[src/rtl/can_tx_frame_fetch.sv]
// can_tx_frame_fetch
//   Reader end of the 128-bit CAN TX FIFO. It pops one frame, unpacks the word
//   into CAN frame fields and offers them to the bit-level transmitter over a
//   valid/ready handshake. After an arbitration loss or a bus error it presents
//   the same frame again, up to MAX_RETRIES times, and then drops it.
//
//   FIFO word layout:
//     [127]     ide   extended identifier
//     [126]     rtr   remote frame
//     [125:122] dlc   data length code, passed raw
//     [121:93]  id    identifier; only [103:93] is used for base frames
//     [92:64]   unused
//     [63:0]    data
//
//   Build option CAN_TX_ONE_SHOT_EN: single-shot mode. The first arbitration
//   loss or bus error aborts the frame, and o_retry_cnt stays 0.

module can_tx_frame_fetch #(
  parameter  int MAX_RETRIES = 8,
  localparam int CW          = $clog2(MAX_RETRIES + 1)
) (
  input  logic           i_sys_clk,
  input  logic           i_reset_n,
  input  logic           i_enable,
  input  logic           i_fifo_empty,
  input  logic [127:0]   i_fifo_r_data,
  output logic           o_fifo_r_en,
  output logic           o_tx_valid,
  input  logic           i_tx_ready,
  output logic           o_tx_ide,
  output logic           o_tx_rtr,
  output logic [3:0]     o_tx_dlc,
  output logic [28:0]    o_tx_id,
  output logic [63:0]    o_tx_data,
  input  logic           i_tx_done,
  input  logic           i_tx_arb_lost,
  input  logic           i_tx_error,
  output logic           o_tx_ok,
  output logic           o_tx_abort,
  output logic           o_busy,
  output logic [CW-1:0]  o_retry_cnt
);

  typedef enum logic [1:0] {
    IDLE    = 2'd0,
    PRESENT = 2'd1,
    WAIT_TX = 2'd2
  } state_t;

  state_t state;

  // Field view of the FIFO head word.
  logic        word_ide;
  logic        word_rtr;
  logic [3:0]  word_dlc;
  logic [28:0] word_id;
  logic [63:0] word_data;
  logic        retry_event;

  // Bits [92:64] carry nothing for the transmitter; they are folded here so the
  // drop is explicit rather than accidental.
  logic        unused_word_bits;
  assign unused_word_bits = ^i_fifo_r_data[92:64];

  // Unpack the head word; base frames keep only the 11-bit identifier.
  always_comb begin
    word_ide  = i_fifo_r_data[127];
    word_rtr  = i_fifo_r_data[126];
    word_dlc  = i_fifo_r_data[125:122];
    word_data = i_fifo_r_data[63:0];
    if (i_fifo_r_data[127]) begin
      word_id = i_fifo_r_data[121:93];
    end else begin
      word_id = {18'd0, i_fifo_r_data[103:93]};
    end
  end

  // An arbitration loss and a bus error in the same cycle count as one retry.
  assign retry_event = i_tx_arb_lost | i_tx_error;

`ifndef CAN_TX_ONE_SHOT_EN
  localparam logic [CW-1:0] MAX_CNT = CW'(MAX_RETRIES);
`endif

  // Fetch / present / wait-for-completion sequencer with registered outputs.
  // The output field registers double as the frame hold register.
  // NOTE: every assignment in this clocked block is non-blocking so all state
  // and outputs update together from the values present before the edge.
  always_ff @(posedge i_sys_clk or negedge i_reset_n) begin
    if (!i_reset_n) begin
      // NOTE: the hold register is cleared on reset even though it is only
      // data; a frame popped before reset is intentionally lost, never replayed.
      state       <= IDLE;
      o_fifo_r_en <= 1'b0;
      o_tx_valid  <= 1'b0;
      o_tx_ide    <= 1'b0;
      o_tx_rtr    <= 1'b0;
      o_tx_dlc    <= '0;
      o_tx_id     <= '0;
      o_tx_data   <= '0;
      o_tx_ok     <= 1'b0;
      o_tx_abort  <= 1'b0;
      o_busy      <= 1'b0;
      o_retry_cnt <= '0;
    end else begin
      // Pulse outputs default low and are raised only for the cycle they mark.
      o_fifo_r_en <= 1'b0;
      o_tx_ok     <= 1'b0;
      o_tx_abort  <= 1'b0;

      case (state)
        IDLE: begin
          if (i_enable && !i_fifo_empty) begin
            o_tx_ide    <= word_ide;
            o_tx_rtr    <= word_rtr;
            o_tx_dlc    <= word_dlc;
            o_tx_id     <= word_id;
            o_tx_data   <= word_data;
            o_tx_valid  <= 1'b1;
            o_fifo_r_en <= 1'b1;
            o_busy      <= 1'b1;
            state       <= PRESENT;
          end
        end

        PRESENT: begin
          if (i_tx_ready) begin
            o_tx_valid <= 1'b0;
            state      <= WAIT_TX;
          end
        end

        WAIT_TX: begin
          if (i_tx_done) begin
            // A successful transmission outranks a same-cycle failure report.
            o_tx_ok     <= 1'b1;
            o_retry_cnt <= '0;
            o_busy      <= 1'b0;
            state       <= IDLE;
          end else if (retry_event) begin
`ifdef CAN_TX_ONE_SHOT_EN
            o_tx_abort  <= 1'b1;
            o_retry_cnt <= '0;
            o_busy      <= 1'b0;
            state       <= IDLE;
`else
            if (o_retry_cnt < MAX_CNT) begin
              o_retry_cnt <= o_retry_cnt + 1'b1;
              o_tx_valid  <= 1'b1;
              state       <= PRESENT;
            end else begin
              o_tx_abort  <= 1'b1;
              o_retry_cnt <= '0;
              o_busy      <= 1'b0;
              state       <= IDLE;
            end
`endif
          end
        end

        default: begin
          o_tx_valid <= 1'b0;
          o_busy     <= 1'b0;
          state      <= IDLE;
        end
      endcase
    end
  end

endmodule
[config.mk]
export PLATFORM = sky130hd
export DESIGN_NAME = can_tx_frame_fetch
export DESIGN_NICKNAME = d
export VERILOG_FILES = /design/src/rtl/can_tx_frame_fetch.sv
export SDC_FILE = /design/constraint.sdc
export NUM_CORES = 1
export LEC_CHECK = 0
export ABC_AREA = 0
export CORE_ASPECT_RATIO = 0.6
export CORE_MARGIN = 2
export CORE_UTILIZATION = 35
export DETAILED_ROUTE_END_ITERATION = 12
export PLACE_DENSITY_LB_ADDON = 0.25
export SLEW_MARGIN = 5
export SYNTH_ARGS = -nofsm -noshare
export SYNTH_HDL_FRONTEND = slang
export SYNTH_SLANG_ARGS = --single-unit
[constraint.sdc]
create_clock -name i_sys_clk -period 3.5 [get_ports i_sys_clk]
set_input_delay 0.525 -clock i_sys_clk [delete_from_list [all_inputs] [get_ports i_sys_clk]]
set_output_delay 0.525 -clock i_sys_clk [all_outputs]
set_load 0.05 [all_outputs]
==> results.sh, run 1 <==
export IMPL_design_die_area_sq_mm=0.0140
export IMPL_drv_cap=0
export IMPL_critPathTopFamily="buffers and inverters"
export IMPL_row_count=32
export IMPL_initial_antenna_violation_count=0
export IMPL_status="complete, no violations"
export IMPL_numPortBuffers=214
export IMPL_insertion_delay_ns=0.34
export IMPL_slew_worst_pin_ns=1.01
export IMPL_cp_max_fo=7
export IMPL_place_worst_setup_slack_ns=1.02
export IMPL_critical_path_endpoint_type="output port"
export IMPL_regToRegStartpoint="state[0]$_DFFE_PN0P_"
export IMPL_path_class="flop to output port"
export IMPL_seq_area_frac_synth_pct=60.2
export IMPL_min_period_over_period_pct=62.3
export IMPL_post_route_worst_setup_slack_ns=1.32
export IMPL_clk_root_buffer_cell="clkbuf_16"
export IMPL_ant_nets=0
export IMPL_clock_fmax_mhz=459
export IMPL_routed_via_count=3114
export IMPL_detail_route_wl_per_cell_um=16.3
export IMPL_routed_wl_um=11100
export IMPL_power_density_mw_per_mm2=1140
export IMPL_crit_path_cell_trace="clkdlybuf4s50_1"
export IMPL_timing_max_slew_rel_slack_pct=32.3
export IMPL_setup_tns_final_ns=0
export IMPL_cts_setup_buffers=0
export IMPL_post_synth_design_cell_area_sq_mm=0.00458
export IMPL_finalCriticalPeriod_ns=2.18
export IMPL_die_height_um=92.6
export IMPL_final_max_slew_viol_count=0
export IMPL_layout_nets=647
export IMPL_final_seq_area_sq_mm=0.00275
export IMPL_setup_violations_final=0
export IMPL_critPathBufInv=1
export IMPL_ys_warnings_count=0
export IMPL_die_width_um=152
export IMPL_post_route_cells_drive_above_1_share_pct=19.8
export IMPL_arrival_ns=1.66
export IMPL_tritoncts="done"
export IMPL_hold_violations=0
export IMPL_syn2layout_area_growth_pct=55.2
export IMPL_cts_repair_resize_count=0
export IMPL_final_cells=685
export IMPL_finalHoldWorstSlack_ns=0.198
export IMPL_required_time_reported_for_the_critical_path_endpoint_ns=2.97
export IMPL_grt_pass1_vias=3127
export IMPL_multi_input_area_sq_mm=0.00163
export IMPL_setup_worst_path_start_class="flop"
export IMPL_drtPass1Iterations=4
export IMPL_starting_density_of_the_core_pct=35.7
export IMPL_vdd_drop_max_mv=0.542
export IMPL_place_hpwl_um=8060
export IMPL_placed_cells=669
export IMPL_cts_path_max_buffers=2
export IMPL_grt_first_pass_wirelength_um=17400
export IMPL_tritoncts_num_sinks=110
export IMPL_leakage_power_nw=3.23
export IMPL_place_congestion=0.709
export IMPL_diode_insertion_count_for_antenna_repair=0
export IMPL_grt_max_degree=74
export IMPL_fillers=1072
export IMPL_ys_seq_elements=110
export IMPL_crit_path_top_delay_cell="clkdlybuf4s50_1"
export IMPL_boundaryPins=244
export IMPL_cts_htree_levels=3
export IMPL_vias_per_cell=4.55
export IMPL_total_power_mw=8.07
export IMPL_cts_hold_buffers_added=0
export IMPL_synthCells=297
export IMPL_synth_nets=434
export IMPL_syn_area_per_cell_sq_um=15.4
export IMPL_synth_cell_types=28
export IMPL_min_path_type="input pin to async pin"
export IMPL_grt_overflow_total=0
export IMPL_track_usage_pct=16.2
export IMPL_clock_skew_final_ns=0.0102
export IMPL_worst_path_largest_cell_delay_ns=0.85
export IMPL_cts_reportedPaths_clkPinSlew_ns=0.07
export IMPL_drt_iter0_markers=119
export IMPL_core_region_area_sq_mm=0.0128
export IMPL_grt_setup_unrepaired="no"
export IMPL_cts_buffers_inserted=9
export IMPL_critPathLaunch="o_retry_cnt[3]$_DFFE_PN0P_"
export IMPL_route_detailed_drc=0
state kept, by name, summed over array words and instances (netlist names), 2 cells and up:
signal and flops:
o_retry_cnt 4, state 2, o_tx_id 29, o_tx_dlc 4, o_tx_data 64
per-stage QoR:
step	utilization, %	instance area (sq um)
2_1_floorplan	-	4580
3_3_place_gp	52.9	6780
3_5_place_dp	52.9	6780
4_1_cts	55.4	7100
5_1_grt	55.4	7100
6_report	55.4	7100
synth_stat cells:
cell type / instances / area share (%)
a22o_1: 1 / 0.19
a22oi_1: 1 / 0.16
and2_1: 1 / 0.14
buf_12: 7 / 3.1
buf_2: 1 / 0.11
buf_6: 2 / 0.49
clkbuf_1: 5 / 0.41
dfrtp_1: 110 / 60
ha_1: 1 / 0.27
inv_1: 1 / 0.082
mux2_2: 11 / 2.7
mux2_4: 71 / 23
nand2_1: 40 / 3.3
nand2b_1: 3 / 0.41
nand3_1: 1 / 0.11
nand3b_1: 2 / 0.33
nand4_1: 1 / 0.14
nor2_1: 4 / 0.33
nor2b_1: 2 / 0.27
nor3_1: 2 / 0.22
nor4_1: 1 / 0.14
nor4b_1: 1 / 0.19
o211ai_1: 1 / 0.16
o21a_1: 1 / 0.16
o21ai_0: 23 / 2.5
o2bb2ai_1: 1 / 0.19
o31ai_1: 1 / 0.16
or4b_4: 1 / 0.30
kinds of logic after synthesis:
kind of cell    after synthesis  synth area share, %
fa+ha+maj                     1                0.273
flops                       110                 60.2
mux                          82                 26.0
compound gates               29                 3.56
buf+inv                      16                 4.16
simple gates                 59                 5.85
cells in the final DEF, fill, tap and decap left out:
master           Yosys  routed
clkbuf_16            0       9
inv_1                1       1
clkdlybuf4s50_1      0     213
o21a_1               1       1
and2_1               1       1
nor2b_1              2       2
a22oi_1              1       1
o211ai_1             1       1
buf_12               7       1
ha_1                 1       1
nor4_1               1       1
clkbuf_1             5       1
a22o_1               1       1
nand4_1              1       1
o21ai_0             23      23
o2bb2ai_1            1       1
buf_4                0       3
o31ai_1              1       1
nor2_1               4       4
clkinvlp_4           0       1
nand3b_1             2       2
dfrtp_1            110     110
nor4b_1              1       1
nor3_1               2       2
nand2b_1             3       3
or4b_4               1       1
inv_6                0       1
mux2_2              11      11
clkinv_4             0       2
mux2_4              71      71
nand3_1              1       1
bufinv_16            0       2
nand2_1             40      40
area by class of cell:
class | instances | area share [%]
flip-flops and latches | 110 | 38.8
repair buffers | 217 | 30.6
multi-input cells | 171 | 23.0
clock buffers | 10 | 3.23
well taps | 170 | 3.00
clock inverters | 6 | 1.32
inverters | 1 | 0.0529
layer usage:
layer / routed length (um) / up-vias / GRT usage [%]
met5: 0 / - / 0
met4: 91 / 0 / 3.47
met3: 1170 / 11 / 6.40
met2: 4820 / 132 / 23.8
met1: 5070 / 1522 / 22.5
li1: - / 1449 / -
path summary, 6_finish.rpt:
path / end / slack, ns / cells after the start
setup / recovery: o_retry_cnt[3] / 1.32 / 1
hold / removal: o_tx_data[61]$_DFFE_PN0P_ / 0.20 / 1
setup reg to reg: o_tx_data[22]$_DFFE_PN0P_ / 1.45 / 3
hold reg to reg: o_tx_id[24]$_DFFE_PN0P_ / 0.48 / 2
max in group asynchronous: o_tx_data[14]$_DFFE_PN0P_ / 2.50 / 2
min in group i_sys_clk: o_tx_id[24]$_DFFE_PN0P_ / 0.48 / 2
power by group:
group | internal, mW | total, mW | leakage, nW | switching, mW
logic | 1.85 | 4.72 | 1.73 | 2.87
clock network | 0.633 | 1.10 | 0.153 | 0.467
registers | 1.89 | 2.25 | 1.34 | 0.361
Note: power is estimated with default switching activity, not from simulation.
==> inputs of run 2 (changes only) <==
==> constraint.sdc (replaced) <==
create_clock -name i_sys_clk -period 2.05 [get_ports i_sys_clk]
set_input_delay 0.3075 -clock i_sys_clk [delete_from_list [all_inputs] [get_ports i_sys_clk]]
set_output_delay 0.3075 -clock i_sys_clk [all_outputs]
set_load 0.05 [all_outputs]
==> results.sh, run 2 (synthesized netlist as in run 1, its figures left out) <==
export IMPL_place_congestion=0.721
export IMPL_grt_max_degree=111
export IMPL_top_regs="o_tx_data: 64 flops, o_tx_id: 29 flops"
export IMPL_power_switching_mw=6.30
export IMPL_design_die_area_sq_mm=0.0140
export IMPL_most_frequent_standard_cell_in_the_layout_excluding_fill_and_tap_cells="clkdlybuf4s50_1"
export IMPL_grt_first_pass_wirelength_um=16900
export IMPL_clkPwrFrac_pct=12.8
export IMPL_boundaryPins=244
export IMPL_drtPass1Iterations=4
export IMPL_tritoncts_num_sinks=110
export IMPL_sequential_cell_fraction_of_total_power_pct=28.1
export IMPL_met3WireLength_um=1040
export IMPL_cts_path_max_buffers=2
export IMPL_vias_per_cell=4.50
export IMPL_detail_route_wl_per_cell_um=16.2
export IMPL_place_worst_setup_slack_ns=0.00733
export IMPL_grt_setup_unrepaired="no"
export IMPL_critPathBufInv=1
export IMPL_route_detailed_drc=0
export IMPL_largest_register_ffs=64
export IMPL_initial_antenna_violation_count=0
export IMPL_critical_path_endpoint_type="output port"
export IMPL_fraction_of_power_spent_switching_nets_pct=46.1
export IMPL_routed_wl_met2_um=4990
export IMPL_core_region_area_sq_mm=0.0128
export IMPL_postLayoutCellArea_sq_mm=0.00713
export IMPL_ant_nets=0
export IMPL_placed_cell_area_sq_mm=0.00683
export IMPL_cts_buffers_inserted=9
export IMPL_cp_max_fo=7
export IMPL_finalCriticalPeriod_ns=1.95
export IMPL_die_height_um=92.6
export IMPL_cellInternalPower_mw=7.36
export IMPL_path_class="flop to output port"
export IMPL_met1_length_um=5010
export IMPL_insertion_delay_ns=0.34
export IMPL_numPortBuffers=214
export IMPL_status="complete, no violations"
export IMPL_diode_insertion_count_for_antenna_repair=0
export IMPL_most_common_layout_cells="213 x clkdlybuf4s50_1, 110 x dfrtp_1, 71 x mux2_4, 40 x nand2_1, 23 x o21ai_0"
export IMPL_cts_setup_buffers=0
export IMPL_syn2layout_area_growth_pct=55.8
export IMPL_cts_hold_buffers_added=0
export IMPL_arrival_ns=1.65
export IMPL_required_time_reported_for_the_critical_path_endpoint_ns=1.74
export IMPL_hold_violations=0
export IMPL_place_hpwl_um=8030
export IMPL_post_route_cells_drive_above_1_share_pct=20.5
export IMPL_starting_density_of_the_core_pct=35.7
export IMPL_routed_via_count=3095
export IMPL_clock_skew_final_ns=0.0112
export IMPL_layout_nets=651
export IMPL_clk_root_buffer_cell="clkbuf_16"
export IMPL_crit_path_cell_trace="clkdlybuf4s50_1"
export IMPL_regMostFlops="o_tx_data"
export IMPL_final_max_slew_viol_count=0
export IMPL_drv_cap=0
export IMPL_leakage_power_nw=3.24
export IMPL_top_metal_layer_carrying_routed_signals="met4"
export IMPL_setup_worst_path_start_class="flop"
export IMPL_clock_fmax_mhz=512
export IMPL_drt_iter0_markers=159
export IMPL_comb_power_share_pct=59.1
export IMPL_grt_overflow_total=0
export IMPL_row_count=32
export IMPL_cts_htree_levels=3
export IMPL_min_path_type="input pin to async pin"
export IMPL_finalHoldWorstSlack_ns=0.0293
export IMPL_setup_violations_final=0
export IMPL_cts_repair_resize_count=0
export IMPL_slew_worst_pin_ns=0.598
export IMPL_timing_max_slew_rel_slack_pct=60.2
export IMPL_post_route_worst_setup_slack_ns=0.0969
export IMPL_min_period_over_period_pct=95.3
export IMPL_cts_reportedPaths_clkPinSlew_ns=0.07
export IMPL_crit_path_top_delay_cell="clkdlybuf4s50_1"
export IMPL_vdd_drop_max_mv=0.805
export IMPL_die_width_um=152
export IMPL_power_density_mw_per_mm2=1920
export IMPL_routed_wl_um=11100
export IMPL_critPathTopFamily="buffers and inverters"
export IMPL_tritoncts="done"
export IMPL_worst_path_largest_cell_delay_ns=0.85
export IMPL_track_usage_pct=15.8
export IMPL_grt_pass1_vias=3168
[run 2: final cells by class]
type,count,area [sq um]
Sequential cell,110,2750
Clock inverter,6,72.6
Tap cell,170,213
Inverter,1,3.75
Timing Repair Buffer,221,2230
Clock buffer,9,225
Multi-Input combinational cell,171,1630
Fill cell,1049,5680
[run 2: final timing paths]
path / cells past startpoint / startpoint / end / slack (ns)
max in group asynchronous: 2 / i_reset_n / o_tx_id[18]$_DFFE_PN0P_ / 1.54
max reg2reg: 3 / state[1]$_DFFE_PN0P_ / o_tx_data[26]$_DFFE_PN0P_ / 0.24
min reg2reg: 2 / o_tx_id[17]$_DFFE_PN0P_ / o_tx_id[17]$_DFFE_PN0P_ / 0.48
min: 2 / i_reset_n / o_tx_data[60]$_DFFE_PN0P_ / 0.03
min in group i_sys_clk: 2 / o_tx_id[17]$_DFFE_PN0P_ / o_tx_id[17]$_DFFE_PN0P_ / 0.48
max: 1 / o_retry_cnt[3]$_DFFE_PN0P_ / o_retry_cnt[3] / 0.1
[run 2: worst register-to-register path, cell delays in order (launching register included)]
cell     delay [ns]
dfrtp_1        0.47
or4b_4         0.61
buf_12         0.24
mux2_4         0.36
[run 2: power groups by stage]
stage	Sequential [mW]	Combinational, mW	Clock (mW)
after global placement	3.81	8.07	0
after CTS	3.85	8.14	1.80
after detailed placement	3.87	8.11	0
after global routing	3.98	8.39	1.90
after floorplan	7.51	1.77	0
final	3.84	8.07	1.74
[run 2: layer usage]
layer / vias up / global-route usage (%)
li1: 1453 / -
met1: 1507 / 21.2
met2: 126 / 24.1
met3: 9 / 6.06
met4: 0 / 3.70
met5: - / 0
[run 2: through the flow]
stage / instances / TNS [ns] / utilization [%] / total power [mW]
final: 688 / 0 / 55.6 / 13.7
after global routing: 688 / 0 / 55.6 / 14.3
after CTS: 688 / 0 / 55.6 / 13.8
after detailed placement: 673 / 0 / 53.3 / 12.0
after global placement: 673 / -0.00545 / 53.3 / 11.9
after floorplan: 297 / 0 / - / 9.28
